<file path="config.mk">
export PLATFORM = sky130hd
export DESIGN_NAME = async_receiver
export DESIGN_NICKNAME = d
export VERILOG_FILES = /design/src/rtl/async_receiver_pkg.sv /design/src/rtl/async_receiver_baud_tick_gen.sv /design/src/rtl/async_receiver.sv
export SDC_FILE = /design/constraint.sdc
export NUM_CORES = 1
export LEC_CHECK = 0
export ABC_AREA = 1
export BUFFER_PORTS_ARGS = -buffer_cell sky130_fd_sc_hd__buf_2
export CAP_MARGIN = 20
export CORE_MARGIN = 3
export CORE_UTILIZATION = 53
export CTS_CLUSTER_SIZE = 30
export DETAILED_ROUTE_END_ITERATION = 6
export PLACE_DENSITY_LB_ADDON = 0.3
export REMOVE_ABC_BUFFERS = 1
export SYNTH_ARGS = -nofsm -noshare
export SYNTH_HDL_FRONTEND = slang
export SYNTH_HIERARCHICAL = 1
export SYNTH_SLANG_ARGS = --single-unit
</file>
<file path="constraint.sdc">
create_clock -name clk -period 1.4 [get_ports clk]
set_input_delay 0.42 -clock clk [delete_from_list [all_inputs] [get_ports clk]]
set_output_delay 0.42 -clock clk [all_outputs]
set_load 0.02 [all_outputs]
</file>
<file path="src/rtl/async_receiver_pkg.sv">
// Shared types and helpers for the async_receiver serial input block.
// The PARITY state exists only when RX_PARITY_EN is defined.
package async_receiver_pkg;

  localparam int ACC_WIDTH = 16;

  typedef enum logic [2:0] {
    S_IDLE,
    S_START,
    S_DATA,
`ifdef RX_PARITY_EN
    S_PARITY,
`endif
    S_STOP,
    S_BREAK_WAIT
  } rx_state_e;

  // Even parity: the parity bit that makes the total count of ones even.
  function automatic logic even_parity(input logic [7:0] d);
    return ^d;
  endfunction

endpackage

</file>
<file path="src/rtl/async_receiver_baud_tick_gen.sv">
// Oversample tick generator: a free-running phase accumulator whose
// carry-out is a one-clk tick at Rate Hz.
module baud_tick_gen
  import async_receiver_pkg::*;
#(
  parameter int ClkFrequency = 100_000_000,
  parameter int Rate         = 153_600
) (
  input  logic clk,
  input  logic rst_n,
  output logic tick
);

  localparam longint IncFull =
    ((longint'(Rate) << ACC_WIDTH) + longint'(ClkFrequency / 2)) / longint'(ClkFrequency);
  localparam logic [ACC_WIDTH-1:0] Inc = ACC_WIDTH'(IncFull);

  logic [ACC_WIDTH-1:0] acc_q, acc_d;
  logic                 tick_q, tick_d;

  always_comb begin
    {tick_d, acc_d} = {1'b0, acc_q} + {1'b0, Inc};
  end

  // NOTE: sequential state is written with <= only, so every flop samples
  // the pre-edge values of its neighbours regardless of process order.
  always_ff @(posedge clk or negedge rst_n) begin
    if (!rst_n) begin
      acc_q  <= '0;
      tick_q <= 1'b0;
    end else begin
      acc_q  <= acc_d;
      tick_q <= tick_d;
    end
  end

  assign tick = tick_q;

endmodule

</file>
<file path="src/rtl/async_receiver.sv">
// Oversampling UART receiver, 8N1 by default; define RX_PARITY_EN for 8E1
// with a parity-error pulse.
module async_receiver
  import async_receiver_pkg::*;
#(
  parameter int ClkFrequency = 100_000_000,
  parameter int Baud         = 9600,
  parameter int Oversampling = 16
) (
  input  logic       clk,
  input  logic       rst_n,
  input  logic       RxD,
  output logic [7:0] RxD_data,
  output logic       RxD_data_ready,
  output logic       RxD_frame_err,
  output logic       RxD_parity_err,
  output logic       RxD_busy
);

  localparam int CntW = $clog2(Oversampling);
  localparam logic [CntW-1:0] SampA   = CntW'(Oversampling / 2 - 1);
  localparam logic [CntW-1:0] SampB   = CntW'(Oversampling / 2);
  localparam logic [CntW-1:0] SampC   = CntW'(Oversampling / 2 + 1);
  localparam logic [CntW-1:0] CntLast = CntW'(Oversampling - 1);

  logic            tick;
  logic [1:0]      sync_q;
  logic            rx_s;
  rx_state_e       state_q, state_d;
  logic [CntW-1:0] cnt_q, cnt_d;
  logic [2:0]      bit_q, bit_d;
  logic [1:0]      samp_q, samp_d;
  logic [7:0]      shift_q, shift_d;
  logic [7:0]      data_q, data_d;
  logic            ready_q, ready_d;
  logic            ferr_q, ferr_d;
  logic            maj, decide, bit_end;
`ifdef RX_PARITY_EN
  logic            par_q, par_d;
  logic            perr_q, perr_d;
`endif

  baud_tick_gen #(
    .ClkFrequency(ClkFrequency),
    .Rate        (Baud * Oversampling)
  ) u_tick (
    .clk  (clk),
    .rst_n(rst_n),
    .tick (tick)
  );

  assign rx_s    = sync_q[1];
  assign decide  = tick && (cnt_q == SampC);
  assign bit_end = tick && (cnt_q == CntLast);
  assign maj     = (samp_q[0] & samp_q[1]) | (samp_q[0] & rx_s) | (samp_q[1] & rx_s);

  // NOTE: every variable gets a default before the case statement so no
  // path leaves it unassigned, which would otherwise infer a latch.
  always_comb begin
    state_d = state_q;
    cnt_d   = cnt_q;
    bit_d   = bit_q;
    samp_d  = samp_q;
    shift_d = shift_q;
    data_d  = data_q;
    ready_d = 1'b0;
    ferr_d  = 1'b0;
`ifdef RX_PARITY_EN
    par_d   = par_q;
    perr_d  = 1'b0;
`endif

    if (state_q != S_IDLE && tick) begin
      cnt_d = (cnt_q == CntLast) ? '0 : cnt_q + 1'b1;
      if (cnt_q == SampA) samp_d[0] = rx_s;
      if (cnt_q == SampB) samp_d[1] = rx_s;
    end

    case (state_q)
      S_IDLE: begin
        cnt_d = '0;
        if (!rx_s) state_d = S_START;
      end
      S_START: begin
        if (decide && maj) begin
          state_d = S_IDLE;
        end else if (bit_end) begin
          state_d = S_DATA;
          bit_d   = '0;
        end
      end
      S_DATA: begin
        if (decide) shift_d = {maj, shift_q[7:1]};
        if (bit_end) begin
          bit_d = bit_q + 3'd1;
`ifdef RX_PARITY_EN
          if (bit_q == 3'd7) state_d = S_PARITY;
`else
          if (bit_q == 3'd7) state_d = S_STOP;
`endif
        end
      end
`ifdef RX_PARITY_EN
      S_PARITY: begin
        if (decide)  par_d   = maj;
        if (bit_end) state_d = S_STOP;
      end
`endif
      S_STOP: begin
        // Decide mid-stop-bit so the next start edge is never missed.
        if (decide) begin
          if (maj) begin
            state_d = S_IDLE;
`ifdef RX_PARITY_EN
            if (par_q != even_parity(shift_q)) begin
              perr_d = 1'b1;
            end else begin
              data_d  = shift_q;
              ready_d = 1'b1;
            end
`else
            data_d  = shift_q;
            ready_d = 1'b1;
`endif
          end else begin
            ferr_d  = 1'b1;
            state_d = S_BREAK_WAIT;
          end
        end
      end
      S_BREAK_WAIT: begin
        if (rx_s) state_d = S_IDLE;
      end
      default: state_d = S_IDLE;
    endcase
  end

  always_ff @(posedge clk or negedge rst_n) begin
    if (!rst_n) begin
      sync_q  <= 2'b11;
      state_q <= S_IDLE;
      cnt_q   <= '0;
      bit_q   <= '0;
      samp_q  <= '0;
      shift_q <= '0;
      data_q  <= '0;
      ready_q <= 1'b0;
      ferr_q  <= 1'b0;
    end else begin
      sync_q  <= {sync_q[0], RxD};
      state_q <= state_d;
      cnt_q   <= cnt_d;
      bit_q   <= bit_d;
      samp_q  <= samp_d;
      shift_q <= shift_d;
      data_q  <= data_d;
      ready_q <= ready_d;
      ferr_q  <= ferr_d;
    end
  end

`ifdef RX_PARITY_EN
  always_ff @(posedge clk or negedge rst_n) begin
    if (!rst_n) begin
      par_q  <= 1'b0;
      perr_q <= 1'b0;
    end else begin
      par_q  <= par_d;
      perr_q <= perr_d;
    end
  end
  assign RxD_parity_err = perr_q;
`else
  assign RxD_parity_err = 1'b0;
`endif

  assign RxD_data       = data_q;
  assign RxD_data_ready = ready_q;
  assign RxD_frame_err  = ferr_q;
  assign RxD_busy       = (state_q != S_IDLE);

endmodule

</file>
==> flow_summary.toml, run 1 <==
[status]
status = "finished, violations left"
violations = "negative setup slack"

[power]
vdd_drop_max_v = 0.000637
power_leakage_nw = 1.35
power_density_nw_per_um2 = 836
power_w = 0.00235

[final_layout]
multiInputGateArea_um2 = 1050
layout-drive-gt1-share = 0.365
final_area_um2 = 2820
mostFrequentLayoutCells = "nand2_1, dfrtp_1, inv_1"
register_area_um2 = 1230
n_antenna_cell = 0
n_fill_cell = 322
mostFrequentLayoutCell = "nand2_1"
num-nets-final = 301
area_growth_pct = 22.5

[clock_network]
ctsHoldBuffers = 0
cts_sinks = 49
clk_pin_slew_worst_paths_ns = 0.10
numCtsBuffers = 5
ctsLongestPathBuffers = 2
root_buffer = "clkbuf_8"
htreeDepth = 2
cts_tree = "built"
worst_skew_pair.late_latency_ns = 0.31

[sta]
setup_viol = 11
skew_ns = 0.0130
setup_ws_ns = -0.0818
hold_ws_ns = 0.0763
finalCriticalPeriod_ns = 1.48
period_share = 1.06
drv_slew = 0
hold_viol_final = 0
rsz0062_at_grt = "true"
fmax_mhz = 675

[worst_setup_path]
cp.required_ns = 0.98
worstReg2RegEnd = "state_q[1]"
criticalPathCategory = "reg2out"
regToRegSetupSlack_ns = -0.02
reg2reg_from = "cnt_q[1]"
reg2reg_depth = 11
worst-path-max-fanout = 2
critPathCaptureType = "output port"
worstSetupStartpointType = "flip-flop"
crit_start = "state_q[2]"
arrival_ns = 1.06

[routing]
dr_total_vias = 1743
routedWlPerCell_um = 12.2
drc = 0
vias_per_cell = 5.08
postRouteAntennaNets = 0
drtPass1Iterations = 4
wirelength_mm = 4.19
drt-initial-drc-count = 130

[floorplan]
io_pins = 15
placementRows = 23
dieHeight_um = 71.9
core-area_um2 = 4090
initial_core_util = 0.562
die-area_um2 = 5160
die_w_um = 71.9

[logic_synthesis]
synth_cells = 255
synth_warnings = 6
ys_seq_area_frac = 0.535
synth.avg_cell_area_um2 = 9.01
synth.top_cell.area_share = 0.512
ys_types = 28
syn_area_um2 = 2300
ys_seq_elements = 49
synthTopCellsByArea = "dfrtp_1, nand2_1, inv_1"
synth.largest_area_cell = "dfrtp_1"

[grt]
grt_pass1_vias = 1618
antenna_found_initial = 0
grt_overflow = 0
grt_max_degree = 50
grt.total_usage = 0.174
grt_pass1_wl_mm = 6.97

[placed_design]
gp_congestion = 0.832
portBuffers = 13
hpwl_mm = 2.59
place_worst_setup_slack_ns = -0.0636
dpl_cell_area_um2 = 2480

[flow_run]
maxCapViolCount = 0

[min_path]
hold_class = "in2async"
[Yosys cell counts]
master	count
nand2_1	78
dfstp_2	2
conb_1	1
nor3_1	3
nor3_4	1
a21oi_1	5
xor2_1	4
inv_2	7
ha_1	6
nand2_4	1
nand3_1	13
o21ai_1	1
o22ai_1	1
nand3_2	1
nor2_1	7
nand3b_1	6
buf_4	1
buf_6	2
nor2_4	2
o21bai_1	1
o21ai_2	7
nand3_4	1
dfrtp_1	47
nand4_1	5
o21ai_0	17
nand2_2	6
inv_1	25
nor2_2	4
[power breakdown]
part / total, W / switching, W / internal, W / leakage [nW]
Combinational: 0.0000394 / 0.0000310 / 0.00000837 / 0.667
Sequential: 0.00142 / 0.00000248 / 0.00142 / 0.639
Clock: 0.000893 / 0.000486 / 0.000407 / 0.0478
Total: 0.00235 / 0.000520 / 0.00183 / 1.35
[worst max-delay path, cell delays in order, from the launching register on]
cell and delay (ns):
dfrtp_2 0.44, nor2_4 0.12, nand2_2 0.06, buf_6 0.13
[cell type report]
| cell class | instances | share of cell area |
|---|---|---|
| inverters | 32 | 0.0435 |
| multi-input cells | 171 | 0.372 |
| flip-flops and latches | 49 | 0.437 |
| well taps | 50 | 0.0222 |
| clock inverters | 2 | 0.00578 |
| clock buffers | 6 | 0.0293 |
| repair buffers | 33 | 0.0902 |
[timing repair]
action,in CTS,in global routing
pin swaps,5,11
setup endpoints to repair,19,23
buffers inserted,9,2
gates resized for setup,18,35
[flip-flops by register name, indices dropped and copies added (netlist names)]
signal,count
sync_q,2
state_q,3
RxD_data,8
cnt_q,4
u_tick/tick,1
u_tick/acc_q,16
RxD_data_ready,1
samp_q,2
RxD_frame_err,1
shift_q,8
bit_q,3
[worst max-delay path by stage]
| stage | to | slack [ns] | depth (start not counted) |
|---|---|---|---|
| 2_1_floorplan | state_q[1] | 0.03 | 9 |
| 3_3_place_gp | state_q[1] | 0.02 | 9 |
| 3_5_place_dp | state_q[1] | -0.06 | 9 |
| 4_1_cts | RxD_busy | -0.08 | 3 |
| 5_1_grt | state_q[1] | -0.14 | 11 |
| 6_report | RxD_busy | -0.08 | 3 |
[per-layer routing]
layer	vias to the layer above	routed length [µm]	track usage
li1	886	-	-
met1	818	1910	0.222
met2	29	2020	0.278
met3	10	160	0.0463
met4	0	101	0.0752
met5	-	0	0
[stage by stage]
stage	setup TNS, ns	instances	util
floorplan	0	252	-
global placement	0	324	0.606
detailed placement	-0.226	324	0.606
CTS	-0.125	341	0.663
global route	-1.79	343	0.689
finish	-0.202	343	0.689
[logic make-up after synthesis]
kind of cell,Yosys count,share of synthesized area
other,1,0.00163
adders and majority gates,6,0.0327
and+or+nand+nor,128,0.268
AOI/OAI and AO/OA,32,0.0827
xor gates and xnor gates,4,0.0152
DFF,49,0.535
buffers and inverters,35,0.0653
Note: power is estimated with default switching activity, not from simulation.
==> run 2: changes to the inputs <==
- clock period: 1.4 -> 1.35 ns (I/O delays scaled with it)
==> run 2 against run 1 <==
Via count rose by 3.6%; register-to-register slack got worse by 0.06 ns; largest power group unchanged; sequential share of layout area fell by 2.5 points; global-route usage rose by 2.6 points; critical endpoint unchanged; critical path depth did not move; critical path type unchanged; clock-buffer cell count fell by 1; die area did not move; the flow still finishes with violations (negative setup slack); design area rose by 6.4%; sequential power rose by 4%.
==> flow_summary.toml, run 2 (synthesized netlist as in run 1, its figures left out) <==
[sta]
period_share = 1.11
setup_ws_ns = -0.143
finalCriticalPeriod_ns = 1.49
drv_slew = 0
hold_viol_final = 0
fin_setup_tns_ns = -1.11
skew_ns = 0.0152
fmax_mhz = 670
setup_viol = 22
hold_ws_ns = 0.0543
rsz0062_at_grt = "true"

[power]
combPwrFrac = 0.018
power_w = 0.00239
power.internal_w = 0.00185
vdd_drop_max_v = 0.000643
clkPwrFrac = 0.366
switching_share = 0.226
switchingPower_w = 0.000542
power_leakage_nw = 1.43
power_density_nw_per_um2 = 799
sequentialPowerShare = 0.616

[final_layout]
regMostFlops = "u_tick/acc_q"
layout-drive-gt1-share = 0.416
mostFrequentLayoutCells = "nand2_1, dfrtp_1, nand2_2"
mostFrequentLayoutCell = "nand2_1"
final_util = 0.733
num-nets-final = 311
n_fill_cell = 291
instances_no_fill = 353
n_antenna_cell = 0
largest_reg_flops = 16
area_growth_pct = 30.3

[placed_design]
gp_congestion = 0.814
portBuffers = 13
hpwl_mm = 2.66
dp_cells = 327

[floorplan]
initial_core_util = 0.562
die-area_um2 = 5160
placementRows = 23
dieHeight_um = 71.9
die_w_um = 71.9
io_pins = 15
core-area_um2 = 4090

[worst_setup_path]
regToRegSetupSlack_ns = -0.08
crit_path_end = "RxD_busy"
cp.required_ns = 0.95
crit_chain = "nor2_4 > nand2_2 > buf_6"
critPathCaptureType = "output port"
worst-path-max-fanout = 2
crit_buf_inv = 1
worstReg2RegEnd = "state_q[1]"
crit_start = "state_q[2]"
crit_cells = 3
critPathMaxStageDelay_ns = 0.44
reg2reg_from = "cnt_q[1]"
worstSetupStartpointType = "flip-flop"
reg2reg_depth = 12
cp_top_family = "flip-flops"
criticalPathCategory = "reg2out"
arrival_ns = 1.09
slowest_stage = "dfrtp_2"

[grt]
antenna_found_initial = 0
grt_pass1_vias = 1786
grt_overflow = 0
grt_pass1_wl_mm = 7.91
grt_max_degree = 50
grt.total_usage = 0.200

[routing]
postRouteAntennaNets = 0
drt-initial-drc-count = 68
drc = 0
vias_per_cell = 5.11
drtPass1Iterations = 4
dr_total_vias = 1805
wirelength_mm = 4.76
routedWlPerCell_um = 13.5

[clock_network]
numCtsBuffers = 5
worst_skew_pair.late_latency_ns = 0.31
htreeDepth = 2
root_buffer = "clkbuf_8"
cts_tree = "built"
cts_sinks = 49
ctsLongestPathBuffers = 2
clk_pin_slew_worst_paths_ns = 0.10
ctsHoldBuffers = 0

[flow_run]
maxCapViolCount = 0

[status]
status = "finished, violations left"
violations = "negative setup slack"

[min_path]
hold_class = "in2async"
==> run 2: changes by cell type in the layout (fill, tap and decap cells not counted), moves of 2 or more <==
| cell | delta |
|---|---|
| dfrtp_1 | -2 |
| nand2_4 | +5 |
| inv_1 | -2 |
| buf_6 | +7 |
| dfrtp_2 | +2 |
| nand2_1 | -6 |
| inv_2 | +3 |
==> run 2: metrics by stage <==
stage	setup WS [ns]	cell area [µm²]
2_1_floorplan	-0.0240	2270
6_report	-0.143	3000
3_5_place_dp	-0.0896	2500
4_1_cts	-0.115	2900
5_1_grt	-0.197	3000
3_3_place_gp	-0.0378	2500
==> run 2: worst min path at each step <==
stage / startpoint / endpoint / slack, ns / cells past startpoint
after global routing: rst_n / RxD_data[1] / 0.07 / 2
final: rst_n / RxD_data[7] / 0.05 / 2
after detailed placement: sync_q[0] / sync_q[1] / 0.35 / 0
after global placement: sync_q[0] / sync_q[1] / 0.35 / 0
after floorplan: rst_n / RxD_data[0] / 0.11 / 0
after CTS: rst_n / RxD_data[1] / 0.07 / 2
==> run 2: routing by layer <==
| metal | vias up | wire [µm] | global-route usage | part of all wire |
|---|---|---|---|---|
| met2 | 31 | 2400 | 0.333 | 0.50 |
| met5 | - | 0 | 0 | 0 |
| met4 | 0 | 133 | 0.100 | 0.028 |
| li1 | 908 | - | - | - |
| met3 | 11 | 170 | 0.0393 | 0.036 |
| met1 | 855 | 2050 | 0.247 | 0.43 |
==> run 2: what timing repair did <==
action	in CTS	in global routing
buffers inserted	14	2
endpoints found under the hold margin	0	0
setup endpoints to repair	22	29
gates resized for setup	50	26
gates cloned	2	0
pin swaps	8	9
==> run 2: power by group through the flow <==
stage            logic, W  clock network [W]  registers [W]
2_1_floorplan  0.00000392                  0        0.00150
3_3_place_gp    0.0000462                  0        0.00150
3_5_place_dp    0.0000461                  0        0.00150
4_1_cts         0.0000458           0.000907        0.00147
5_1_grt         0.0000501           0.000955        0.00147
6_report        0.0000434           0.000875        0.00147
==> run 2: layout make-up <==
type / instances / area [µm²] / share of cell area
well taps: 50 / 62.6 / 0.0209
clock buffers: 5 / 68.8 / 0.0230
repair buffers: 42 / 380 / 0.127
multi-input cells: 172 / 1110 / 0.371
clock inverters: 3 / 21.3 / 0.00710
flip-flops and latches: 49 / 1230 / 0.411
inverters: 32 / 120 / 0.0401
